==> src/rtl/matrix_loader_pkg.sv <==
// Shared types and helpers for the 4x4 determinant/inverse datapath.
//   float_t       : IEEE-754 single-precision word
//   MAT_N/ELEMS   : matrix order and element count
//   FP_EXP_INF    : all-ones exponent marking Inf/NaN
//   is_nonfinite  : true when a word is Inf or NaN
//   ldr_state_t   : loader FSM states
package matrix_pkg;

  typedef logic [31:0] float_t;

  localparam int unsigned MAT_N     = 4;
  localparam int unsigned MAT_ELEMS = MAT_N * MAT_N;

  localparam logic [7:0] FP_EXP_INF = 8'hFF;

  typedef enum logic {
    LOAD = 1'b0,
    HOLD = 1'b1
  } ldr_state_t;

  // Inf and NaN share the all-ones exponent; the mantissa is irrelevant here.
  function automatic logic is_nonfinite(input float_t f);
    return f[30:23] == FP_EXP_INF;
  endfunction

endpackage

==> src/rtl/matrix_loader.sv <==
// Serial-to-parallel matrix loader.
// Accepts N*N words over a valid/ready stream (row-major), assembles them into
// a register bank and presents the complete matrix until the consumer takes it.
// Ports:
//   clk, rst          : clock, asynchronous active-high reset
//   flush             : synchronous abort of any partial or held matrix
//   in_data/in_valid  : element word stream
//   in_ready          : high while loading (decoded from state only)
//   mat_data          : assembled matrix, element index = row*N + col
//   mat_valid         : mat_data holds a complete matrix
//   mat_ready         : consumer takes the matrix this cycle
//   mat_nonfinite     : some element of the held matrix is Inf/NaN
//   count             : words accepted into the current matrix
module matrix_loader
  import matrix_pkg::*;
#(
  parameter int unsigned DATA_W = 32,
  parameter int unsigned N      = 4
) (
  input  logic                      clk,
  input  logic                      rst,
  input  logic                      flush,
  input  logic [DATA_W-1:0]         in_data,
  input  logic                      in_valid,
  output logic                      in_ready,
  output logic [DATA_W-1:0]         mat_data [N*N],
  output logic                      mat_valid,
  input  logic                      mat_ready,
  output logic                      mat_nonfinite,
  output logic [$clog2(N*N):0]      count
);

  localparam int unsigned ELEMS = N * N;
  localparam int unsigned CNT_W = $clog2(ELEMS) + 1;

  ldr_state_t state;
  logic       accept;
  logic       last_word;

  // Handshake outputs come straight from the state register.
  assign in_ready  = (state == LOAD);
  assign mat_valid = (state == HOLD);

  assign accept    = in_valid && (state == LOAD);
  assign last_word = (count == CNT_W'(ELEMS - 1));

  // Loader FSM, element counter and nonfinite flag.
  always_ff @(posedge clk or posedge rst) begin
    if (rst) begin
      state         <= LOAD;
      count         <= '0;
      mat_nonfinite <= 1'b0;
    end else if (flush) begin
      state         <= LOAD;
      count         <= '0;
      mat_nonfinite <= 1'b0;
    end else begin
      case (state)
        LOAD: begin
          if (accept) begin
            count         <= count + CNT_W'(1);
            mat_nonfinite <= mat_nonfinite | is_nonfinite(float_t'(in_data));
            if (last_word) begin
              state <= HOLD;
            end
          end
        end
        HOLD: begin
          if (mat_ready) begin
            state         <= LOAD;
            count         <= '0;
            mat_nonfinite <= 1'b0;
          end
        end
        default: begin
          state <= LOAD;
        end
      endcase
    end
  end

  // Register bank written by index decode; never cleared except by reset.
  always_ff @(posedge clk or posedge rst) begin
    if (rst) begin
      for (int unsigned i = 0; i < ELEMS; i++) begin
        mat_data[i] <= '0;
      end
    end else if (!flush && accept) begin
      for (int unsigned i = 0; i < ELEMS; i++) begin
        if (count == CNT_W'(i)) begin
          mat_data[i] <= in_data;
        end
      end
    end
  end

endmodule

==> config.mk <==
export PLATFORM = sky130hd
export DESIGN_NAME = matrix_loader
export DESIGN_NICKNAME = d
export VERILOG_FILES = /design/src/rtl/matrix_loader_pkg.sv /design/src/rtl/matrix_loader.sv
export SDC_FILE = /design/constraint.sdc
export NUM_CORES = 1
export LEC_CHECK = 0
export BUFFER_PORTS_ARGS = -buffer_cell sky130_fd_sc_hd__buf_2
export CORE_AREA = 8 8 213 215
export DETAILED_ROUTE_END_ITERATION = 8
export DIE_AREA = 0 0 221 223
export PLACE_DENSITY = 0.87
export SYNTH_ARGS = -nofsm -noshare
export SYNTH_HDL_FRONTEND = slang
export SYNTH_SLANG_ARGS = --single-unit
export TNS_END_PERCENT = 50
==> constraint.sdc <==
create_clock -name clk -period 27.8 [get_ports clk]
set_clock_uncertainty 0.15 [all_clocks]
set_input_delay 6.95 -clock clk [delete_from_list [all_inputs] [get_ports clk]]
set_output_delay 6.95 -clock clk [all_outputs]
set_load 0.02 [all_outputs]
# Word level (Yosys, flattened, before mapping)
# Index checks and enable logic that the tools add are counted.
# totals
regBits	519
in_bits	37
out_inout_bits	520
word_cells	74
# op_classes
addsub	1
eq_ne	18
mux	13
bitwise	2
reduce_logical	21
# op_table
operator	count
$eq A5 B4 Y1 const B	8
$reduce_and A2 Y1	17
$eq A5 B3 Y1 const B	4
$mux W5	3
$eq A5 B2 Y1 const B	2
$pmux W5 S2	1
$eq A8 B8 Y1 const B	1
$mux W1	7
$add A5 B1 Y5 const B	1
$eq A5 B1 Y1 const B	1
$logic_not A5 Y1	1
$pmux W1 S2	2
$ne A3 B2 Y1 const B	1
$ne A3 B3 Y1 const B	1
$logic_and A1 B1 Y1	2
$logic_not A1 Y1	1
$not A1 Y1	1
$or A1 B1 Y1	1

# Longest topological paths before layout
# Gate-level depths: netlist of the first run.
# logic_depth
ltp_word	5
ltp_mapped	7
depth_no_buf	5

# Least setup slack after synthesis of the first run
# Ideal clock, no wire load.
# synth_path
kind	input-to-reg
from	in flush
to	reg mat_data[256] in the netlist's numbering
setup_ns	0.125
t_arrival_ns	8.332
t_required_ns	27.525
setup_slack_ns	19.193
stages	7
n_path_buf	4
cell_sequence	buf_6 nor4b_4 buf_6 and3_4 buf_8 buf_12 mux2_4
# synth_between
elab_chain_len	3
# synth_lines
element	line_no	rtl
from (decl)	matrix_loader.sv:22	input logic flush,
$logic_not A1 Y1	matrix_loader.sv:88	end else if (!flush && accept) begin
$logic_and A1 B1 Y1	matrix_loader.sv:88	
$reduce_and A2 Y1 (no line)	-	
to (signal, indexed assignment)	matrix_loader.sv:91	mat_data[i] <= in_data;
to (decl)	matrix_loader.sv:26	output logic [DATA_W-1:0] mat_data [N*N],
# Every way passes these cells.
# A chain may end at the register's enable or synchronous reset.

# Worst setup path in the final report of the first run
# layout_path
from	in flush
to	reg mat_data[350] in the netlist's numbering
# Same word-level chain as after synthesis.

==> results of run 1 <==
## final cells by class
| class | count | area (um^2) |
|---|---|---|
| multi-input cells | 563 | 6910 |
| fillers | 3009 | 17100 |
| flip-flops and latches | 519 | 13000 |
| well taps | 546 | 683 |
| clock inverters | 16 | 188 |
| repair buffers | 565 | 2850 |
| clock buffers | 76 | 1590 |
| inverters | 5 | 26.3 |
## registers in the layout, summed over array words and instances, names as in the netlist
| register | cells |
|---|---|
| mat_valid | 1 |
| mat_nonfinite | 1 |
| count | 5 |
| mat_data | 512 |
## per-stage QoR
step | hold slack [ns] | area [um^2] | util (%) | setup slack (ns) | power, mW
final | 0.332 | 25200 | 59.6 | 18.57 | 1.80
after global routing | 0.347 | 25200 | 59.6 | 18.33 | 1.85
after CTS | 0.333 | 25200 | 59.6 | 18.60 | 1.81
after detailed placement | 0.319 | 23500 | 55.4 | 17.98 | 1.09
after global placement | 0.314 | 23500 | 55.4 | 18.10 | 1.08
after floorplan | 0.459 | 20700 | - | 6.20 | 0.990
## kinds of logic after synthesis
logic type | Yosys count | share of synthesized area (%)
fa+ha+maj | 5 | 0.302
buf+inv | 101 | 4.01
mux | 513 | 31.2
flops | 519 | 62.7
simple gates | 36 | 1.52
compound gates | 9 | 0.296
## power by group through the flow
| stage | Sequential, mW | Clock, mW | Combinational [mW] |
|---|---|---|---|
| global placement | 0.850 | 0 | 0.232 |
| detailed placement | 0.854 | 0 | 0.239 |
| finish | 0.842 | 0.720 | 0.237 |
| CTS | 0.841 | 0.730 | 0.240 |
| floorplan | 0.919 | 0 | 0.0715 |
| global route | 0.847 | 0.758 | 0.249 |
## Yosys cell counts (2+ instances only)
cell type	count	area, um^2
dfrtp_1	519	13000
buf_2	16	80.1
nand3b_1	2	15.0
and4_1	3	26.3
nand3_4	4	70.1
mux2_1	32	360
buf_12	18	360
mux2_4	180	2700
mux2_2	300	3380
buf_8	4	60.1
buf_4	15	113
ha_1	5	62.6
nor2b_1	2	12.5
and3_1	5	31.3
clkbuf_2	5	25.0
and3_4	4	45.0
inv_1	5	18.8
nor2_1	3	11.3
a21oi_1	2	10.0
nand4_1	3	18.8
buf_6	4	45.0
nor3_1	2	10.0
clkbuf_1	34	128
## worst reg2reg max path: stages (launching register included)
cell     delay, ns
dfrtp_1       0.53
nor4b_4       0.82
and3_2        0.65
buf_4         0.50
mux2_2        0.42
## routing by layer
metal | track usage [%] | routed length (um)
met3 | 7.35 | 4630
met2 | 41.0 | 30200
met1 | 29.8 | 24500
met4 | 9.99 | 2450
met5 | 0 | 0
## final timing paths
check,from,depth (start not counted),slack (ns),to
setup / recovery,flush,5,18.57,mat_data[350]
hold / removal,mat_data[5],1,0.33,mat_data[5]
setup reg to reg,mat_valid,4,24.61,mat_data[350]
hold reg to reg,mat_data[5],1,0.33,mat_data[5]
max in group asynchronous,rst,4,18.77,mat_data[138]
min in group asynchronous,rst,2,6.38,mat_data[319]
==> summary.md, run 1 <==
| Metric | Value |
|---|---|
| Post-Layout Cell Count | 2290 |
| GRT overflow | 0 |
| Sw Share | roughly a quarter |
| Detail Route Antenna Nets | 0 |
| Critical Path End Type | flip-flop |
| Sum Neg Setup Slack | 0 ns |
| Starting Density | between 40% and 50% |
| Clock Path Buffers | 3 |
| Top cell family by delay on the critical path | simple AND/OR/NAND/NOR gates |
| RSZ-0062 raised after global routing | false |
| Rel. slew slack | 32.9% |
| Post-synthesis cell count | 1183 |
| Floorplan core area | 42300 um^2 |
| Most frequent cells in the layout | buf_2, dfrtp_1, mux2_2, mux2_4, clkbuf_16 |
| CP Max Fanout | 22 |
| DP HPWL | 42100 um |
| Int Pwr | 1.32 mW |
| Wire per inst | 27.0 um |
| Number of DRC markers in iteration 0 | 1011 |
| Die W | 221 um |
| Comb pwr share | a little over an eighth |
| Fin. max-slew vios | 0 |
| Layout area overhead | 21.9% |
| Area of the mapped netlist | 20700 um^2 |
| # DRC | 0 |
| CP required | 28.10 ns |
| Ys async rst share | 100% |
| Syn_nets | 1225 |
| Clock slew at reported path FFs | 0.06 ns |
| Gr usage total | 24.6% |
| Vias in the first global route | 14.0k |
| Final Net Count | about 1.7k |
| Final wirelength | a little over 60000 um |
| Setup CP Type | primary input to flip-flop |
| CTS Sinks | 519 |
| Synth Register Bits | 519 |
| Sequential power share | 46.8% |
| DR pass1 iterations | 5 |
| CTS Root Buffer Type | clkbuf_16 |
| Primary FF master, synth | dfrtp_1 |
| Max Cap Viol | 0 |
| Slew @ Worst Pin | approximately 1.0 ns |
| Commonest non-fill, non-tap cell in the layout | buf_2 |
| I/O pins | 557 |
| Yosys cell types | 39 |
| Worst path cell trace | buf_2, nor4b_4, and3_2, buf_4, mux2_2 |
| Slowest cell on crit path | nor4b_4 |
| Largest stage delay on the critical path | 0.82 ns |
| Worst EP arrival | 9.53 ns |
| Clock power frac | ~40% |
| Pin count of the biggest net entering global routing | between 100 and 150 |
| Avg Cell Area, Syn | around 18 um^2 |
| Postcts setup bufs | 0 |
| Status | finished, final reports clean |
| Final hold violations | 0 |
| Vias | 12.6k |
| Min-Delay Path Class | flip-flop to flip-flop |
| Startpoint types | primary input |
| Final setup viols | 0 |
| PD cells | approximately 71 nW/um^2 |
| DIE HEIGHT | roughly 220 um |
| NetSw | 473 uW |
| Post-cts sizing count | 0 |
| CTS tree | built |
| First-pass GRT wire length | 93200 um |
| Yosys warnings | 0 |
| H-tree levels | 2 |
| Leakage | roughly 14 nW |
| Worst-Skew Late Latency | ~0.57 ns |
| Initial antenna violation count | 0 |
| Fmax | between 100 and 150 MHz |
| Hold buffer count at cts | 0 |
| Antenna Cells | 0 |
| Period utilisation layout | 33.2% |
| Die footprint | approximately 49000 um^2 |
| Placed Cells | 2198 |
| Via density | around 5.5 |
| Number of enable flip-flop cells after synthesis | 0 |
| Minimum clock period | 9.23 ns |
| Cts bufs inserted | 50 |
| Cell Rows | 76 |
| Fraction of layout cells with a size suffix above 1 | between 60% and 70% |
| Port bufs | about 560 |
| Gp weighted congestion | around 0.8 |
| WP buf/inv | 2 |
| Sequential share of the synthesized area | 62.7% |
| VDD IR max | a little under 0.00006 V |
Power figures use the tool's default switching activity.
==> run 2: changes to the inputs <==
- CORE_AREA: 8 8 213 215 -> unset
- CORE_MARGIN: unset -> 8
- CORE_UTILIZATION: unset -> 48
- DIE_AREA: 0 0 221 223 -> unset
- PLACE_DENSITY: 0.87 -> 0.88
- clock period: 27.8 -> 7.5 ns (I/O delays scaled with it)
==> run 2 against run 1 <==
  * Wire length shrank 0.32%
  * Largest power group unchanged
  * Via count shrank 0.54%
  * Global-route usage decreased by 0.72 points
  * Highest routed layer is now met5
  * Die area increased by 1.5%
  * Sequential power grew to 3.7 times the previous value
==> summary.md, run 2 (synthesis results as in run 1) <==
| Metric | Value |
|---|---|
| Status | finished, final reports clean |
| Detail Route Antenna Nets | 0 (unchanged) |
| DR pass1 iterations | 7 (+2) |
| # DRC | 0 (unchanged) |
| Number of DRC markers in iteration 0 | 752 (-26%) |
| Tot Pwr | 6.66 mW (+270%) |
| Startpoint types | primary input |
| Port bufs | 556 (unchanged) |
| Critical Path End Type | flip-flop |
| Minimum clock period | 4.13 ns |
| Postcts setup bufs | 0 (unchanged) |
| Die footprint | 50000 um^2 (+1.5%) |
| Worst-Skew Late Latency | 0.57 ns (about the same) |
| Rel. slew slack | 23.3% (-9.6 points) |
| Period utilisation layout | 55.1% |
| H-tree levels | 2 (unchanged) |
| Initial antenna violation count | 2 (+2) |
| DR WL met2 | 30800 um (+2.0%) |
| Final setup viols | 0 (unchanged) |
| Final Net Count | 1747 (+0.057%) |
| Top cell family by delay on the critical path | simple AND/OR/NAND/NOR gates |
| HP Start | mat_data[0] |
| CTS Root Buffer Type | clkbuf_16 |
| Min-Delay Path Depth | 1 (unchanged) |
| Hold buffer count at cts | 0 (unchanged) |
| Commonest non-fill, non-tap cell in the layout | buf_2 |
| Floorplan core area | 42800 um^2 (+1.1%) |
| DP HPWL | 41700 um (-0.92%) |
| First-pass GRT wire length | 90800 um (-2.6%) |
| RSZ-0062 raised after global routing | false |
| Setup CP Type | primary input to flip-flop |
| Die W | 224 um (+1.2%) |
| DIE HEIGHT | 224 um (+0.31%) |
| Min-Delay Path Class | flip-flop to flip-flop |
| Most frequent cells in the layout | buf_2, dfrtp_1, mux2_2, mux2_4, clkbuf_16 |
| VDD IR max | 0.000227 V (+290%) |
| Met1 wire length | 23700 um (-3.5%) |
| Metal3 WL | 4800 um (+3.7%) |
| Slew @ Worst Pin | 1.15 ns (+0.145 ns) |
| WP buf/inv | 1 (-1) |
| Fmax | 242 MHz |
| Final wirelength | 61600 um (-0.32%) |
| Worst R2R Path Depth | 3 (-1) |
| Clock slew at reported path FFs | 0.06 ns (about the same) |
| Flop2flop setup slack | 4.36 ns (-20.25 ns) |
| Max Cap Viol | 0 (unchanged) |
| Reg with most FFs | mat_data |
| Sum Neg Setup Slack | 0 ns (unchanged) |
| Slowest cell on crit path | and4_2 |
| Max reg flops | 512 (unchanged) |
| Post-cts sizing count | 0 (unchanged) |
| Reg2reg end | mat_data[64] |
| I/O pins | 557 (unchanged) |
| GRT overflow | 0 (unchanged) |
| CP Max Fanout | 32 (+45%) |
| Fraction of layout cells with a size suffix above 1 | 65.9% (-0.13 points) |
| Cell Rows | 76 (unchanged) |
| Antenna Cells | 0 (unchanged) |
| PD cells | 264 nW/um^2 (+270%) |
| Vias in the first global route | 13.8k (-1.4%) |
| Largest stage delay on the critical path | 1.08 ns (+0.26 ns) |
| CP required | 7.81 ns (-20.29 ns) |
| Regs by FF count | mat_data (512), count (5) |
| Cts bufs inserted | 51 (+2.0%) |
| Leakage | 13.9 nW (-0.12%) |
| Via density | 5.49 (-0.62%) |
| Worst Hold Path EP | mat_data[0] |
| Fin. max-slew vios | 0 (unchanged) |
| Worst EP arrival | 4.44 ns (-5.09 ns) |
| Starting Density | 48.4% (-0.54 points) |
| Uppermost routed layer | met5 |
| CTS Sinks | 519 (unchanged) |
| CTS tree | built |
| Wire per inst | 26.9 um (-0.41%) |
| Reg-to-reg startpoint | mat_valid |
| Pin count of the biggest net entering global routing | 193 (+44%) |
| Worst path cell trace | buf_2, nor4b_4, and4_2, mux2_2 |
| Vias | 12.6k (-0.54%) |
| Gp weighted congestion | 0.795 (-0.80%) |
| Layout area overhead | 21.9% (about the same) |
| Clock Path Buffers | 3 (unchanged) |
| Gr usage total | 23.9% (-0.72 points) |
| Final hold violations | 0 (unchanged) |
## run 2: cell count changes in the layout (fill, tap and decap cells not counted), sizes merged
cell      delta
bufinv       +1
clkbuf       -6
clkinv       +3
inv          +1
clkinvlp     +3
## run 2: how the worst max path moves through the flow
| stage | start | to | cells after the start |
|---|---|---|---|
| CTS | flush | mat_data[351] | 5 |
| floorplan | rst | count[0] | 1 |
| finish | flush | mat_data[64] | 4 |
| detailed placement | flush | mat_data[351] | 5 |
| global route | flush | mat_data[351] | 5 |
| global placement | flush | mat_data[76] | 4 |
## run 2: metal layers
metal	GRT usage, %	up-vias
met2	40.9	589
li1	-	5194
met4	9.11	4
met1	28.6	6642
met5	0	-
met3	6.64	146
## run 2: worst reg2reg max path: cells and delay by family (launching register included)
kind | cells | cell delay, ns
muxes | 1 | 0.49
and+or+nand+nor | 2 | 1.89
DFF | 1 | 0.50
## run 2: layout make-up
cell class | count | area, um^2
Clock buffer | 70 | 1480
Clock inverter | 24 | 272
Fill cell | 3105 | 17600
Inverter | 5 | 22.5
Multi-Input combinational cell | 563 | 6910
Sequential cell | 519 | 13000
Tap cell | 546 | 683
Timing Repair Buffer | 565 | 2890
## run 2: power by group
| group | internal [mW] | leakage [nW] | switching (mW) |
|---|---|---|---|
| Combinational | 0.311 | 6.03 | 0.573 |
| Clock | 1.56 | 0.856 | 1.10 |
| Sequential | 3.00 | 7.05 | 0.117 |
## run 2: per-stage QoR
step                utilization [%]  instances  cell area (um^2)  hold WS (ns)  worst slack [ns]
CTS                            59.0       2292             25200         0.336              3.37
global route                   59.0       2292             25200         0.348              3.25
floorplan                         -       1183             20700         0.459             -1.58
detailed placement             54.9       2198             23500         0.322              2.77
finish                         59.0       2292             25200         0.332              3.37
global placement               54.9       2198             23500         0.312              2.89
==> run 3: changes to the inputs <==
- clock period: 7.5 -> 3.7 ns (I/O delays scaled with it)
==> run 3 against run 2 <==
  * Sequential share of layout area shrank 0.50 points
  * Setup slack lost 2.3 ns
  * Clock-buffer cell count grew 6
  * Wire length grew 1.8%
==> summary.md, run 3 (synthesis results as in run 1) <==
| Metric | Value |
|---|---|
| Status | finished, final reports clean |
| Largest stage delay on the critical path | 0.60 ns (-0.48 ns) |
| Clock slew at reported path FFs | 0.06 ns (about the same) |
| Clock Path Buffers | 3 (unchanged) |
| Slew @ Worst Pin | 0.672 ns (-0.480 ns) |
| Commonest non-fill, non-tap cell in the layout | buf_2 |
| Fin. max-slew vios | 0 (unchanged) |
| Die W | 224 um (unchanged) |
| CP Max Fanout | 9 (-72%) |
| Pin count of the biggest net entering global routing | 100 (-48%) |
| CP required | 2.62 ns (-5.19 ns) |
| Worst path cell trace | inv_1, buf_2 |
| Floorplan core area | 42800 um^2 (unchanged) |
| Rel. slew slack | 55.2% (+32 points) |
| Fmax | 379 MHz |
| Cell Rows | 76 (unchanged) |
| Regs by FF count | mat_data (512), count (5) |
| Final setup viols | 0 (unchanged) |
| Final hold violations | 0 (unchanged) |
| Vias | 12.7k (+0.90%) |
| Wire per inst | 27.1 um (+0.90%) |
| Final wirelength | 62700 um (+1.8%) |
| Startpoint types | flip-flop |
| Vias in the first global route | 14.1k (+2.1%) |
| Reg area | 13000 um^2 (unchanged) |
| Leakage | 14.1 nW (+0.96%) |
| VDD IR max | 0.000485 V (+110%) |
| Slowest cell on crit path | dfrtp_1 |
| Starting Density | 48.4% (unchanged) |
| Worst-Skew Late Latency | 0.57 ns (about the same) |
| Reg with most FFs | mat_data |
| Gp weighted congestion | 0.811 (+2.1%) |
| Most frequent cells in the layout | buf_2, dfrtp_1, mux2_2, mux2_4, clkbuf_16 |
| DR pass1 iterations | 5 (-2) |
| CTS tree | built |
| Cts bufs inserted | 52 (+2.0%) |
| CTS Sinks | 519 (unchanged) |
| Hold_ws | 0.273 ns (-0.0582 ns) |
| Min-Delay Path Class | primary input to asynchronous set/reset pin |
| First-pass GRT wire length | 93200 um (+2.6%) |
| Tot Pwr | 13.4 mW (+100%) |
| Area occupied by multi-input gates | 6910 um^2 (unchanged) |
| Postcts setup bufs | 0 (unchanged) |
| Fillers | 3113 (+0.26%) |
| Fraction of layout cells with a size suffix above 1 | 66.2% (+0.27 points) |
| Port bufs | 556 (unchanged) |
| Critical Path End Type | primary output |
| DP HPWL | 43400 um (+4.1%) |
| DIE HEIGHT | 224 um (unchanged) |
| Setup CP Type | flip-flop to primary output |
| Post-cts sizing count | 0 (unchanged) |
| PD cells | 525 nW/um^2 (+99%) |
| CTS Root Buffer Type | clkbuf_16 |
| Via density | 5.49 (about the same) |
| Period utilisation layout | 71.3% |
| Max reg flops | 512 (unchanged) |
| Detail Route Antenna Nets | 0 (unchanged) |
| Initial antenna violation count | 3 (+1) |
| Number of DRC markers in iteration 0 | 842 (+12%) |
| Post-layout worst setup margin | 1.06 ns (-2.31 ns) |
| Die footprint | 50000 um^2 (unchanged) |
| Gr usage total | 24.5% (+0.59 points) |
| Final Net Count | 1773 (+1.5%) |
| Post-Place Worst Slack | 0.526 ns (-2.25 ns) |
| H-tree levels | 2 (unchanged) |
| # DRC | 0 (unchanged) |
| Worst EP arrival | 1.56 ns (-2.88 ns) |
| GRT overflow | 0 (unchanged) |
| Minimum clock period | roughly 2.6 ns |
| I/O pins | 557 (unchanged) |
| Post-Route Utilization | 59.6% (+0.58 points) |
| Layout area overhead | 23.1% |
| RSZ-0062 raised after global routing | false |
| Max Cap Viol | 0 (unchanged) |
| Hold buffer count at cts | 0 (unchanged) |
==> run 3: cell count changes in the layout (fill, tap and decap cells not counted), sizes merged <==
cell | before | now
buf | 565 | 590
diode | 0 | 1
bufinv | 5 | 3
clkbuf | 70 | 76
clkinvlp | 6 | 2
inv | 6 | 4
clkinv | 12 | 9
==> run 3: worst max-delay path, delay by kind of cell (launching register included) <==
| kind | cells | cell delay, ns |
|---|---|---|
| buffers and inverters | 2 | 0.39 |
| flip-flops | 1 | 0.60 |
==> run 3: metrics by stage <==
| stage | std cells | instance area [um^2] | TNS [ns] |
|---|---|---|---|
| floorplan | 1183 | 20700 | -2296.70 |
| global placement | 2223 | 23800 | 0 |
| detailed placement | 2223 | 23800 | 0 |
| CTS | 2312 | 25500 | 0 |
| global route | 2312 | 25500 | 0 |
| finish | 2313 | 25500 | 0 |
==> run 3: area by class of cell <==
type / instances / share of cell area, %
Antenna cell: 1 / 0.00982
Clock buffer: 76 / 6.05
Clock inverter: 13 / 0.560
Inverter: 5 / 0.0884
Multi-Input combinational cell: 563 / 27.1
Sequential cell: 519 / 51.0
Tap cell: 546 / 2.68
Timing Repair Buffer: 590 / 12.6
==> run 3: worst paths after layout <==
path                        startpoint            end  slack (ns)  cells after the start
min reg2reg                mat_data[9]    mat_data[9]        0.34                      1
max in group asynchronous          rst  mat_data[192]        1.96                      4
max reg2reg                  mat_valid  mat_data[433]        1.07                      4
max                          mat_valid       in_ready        1.06                      2
min in group clk           mat_data[9]    mat_data[9]        0.34                      1
min                                rst  mat_data[474]        0.27                      2
==> run 3: power by group <==
| group | total (mW) | internal, mW | leakage [nW] | switching (mW) |
|---|---|---|---|---|
| registers | 6.35 | 6.09 | 7.05 | 0.256 |
| clock network | 5.24 | 3.07 | 0.836 | 2.17 |
| logic | 1.79 | 0.639 | 6.18 | 1.15 |
==> run 3: layer usage <==
metal	vias up	part of all wire [%]	GRT usage [%]
li1	5238	-	-
met1	6693	38	29.2
met2	597	50	41.2
met3	152	8.1	7.30
met4	8	3.8	10.3
met5	-	0.078	0
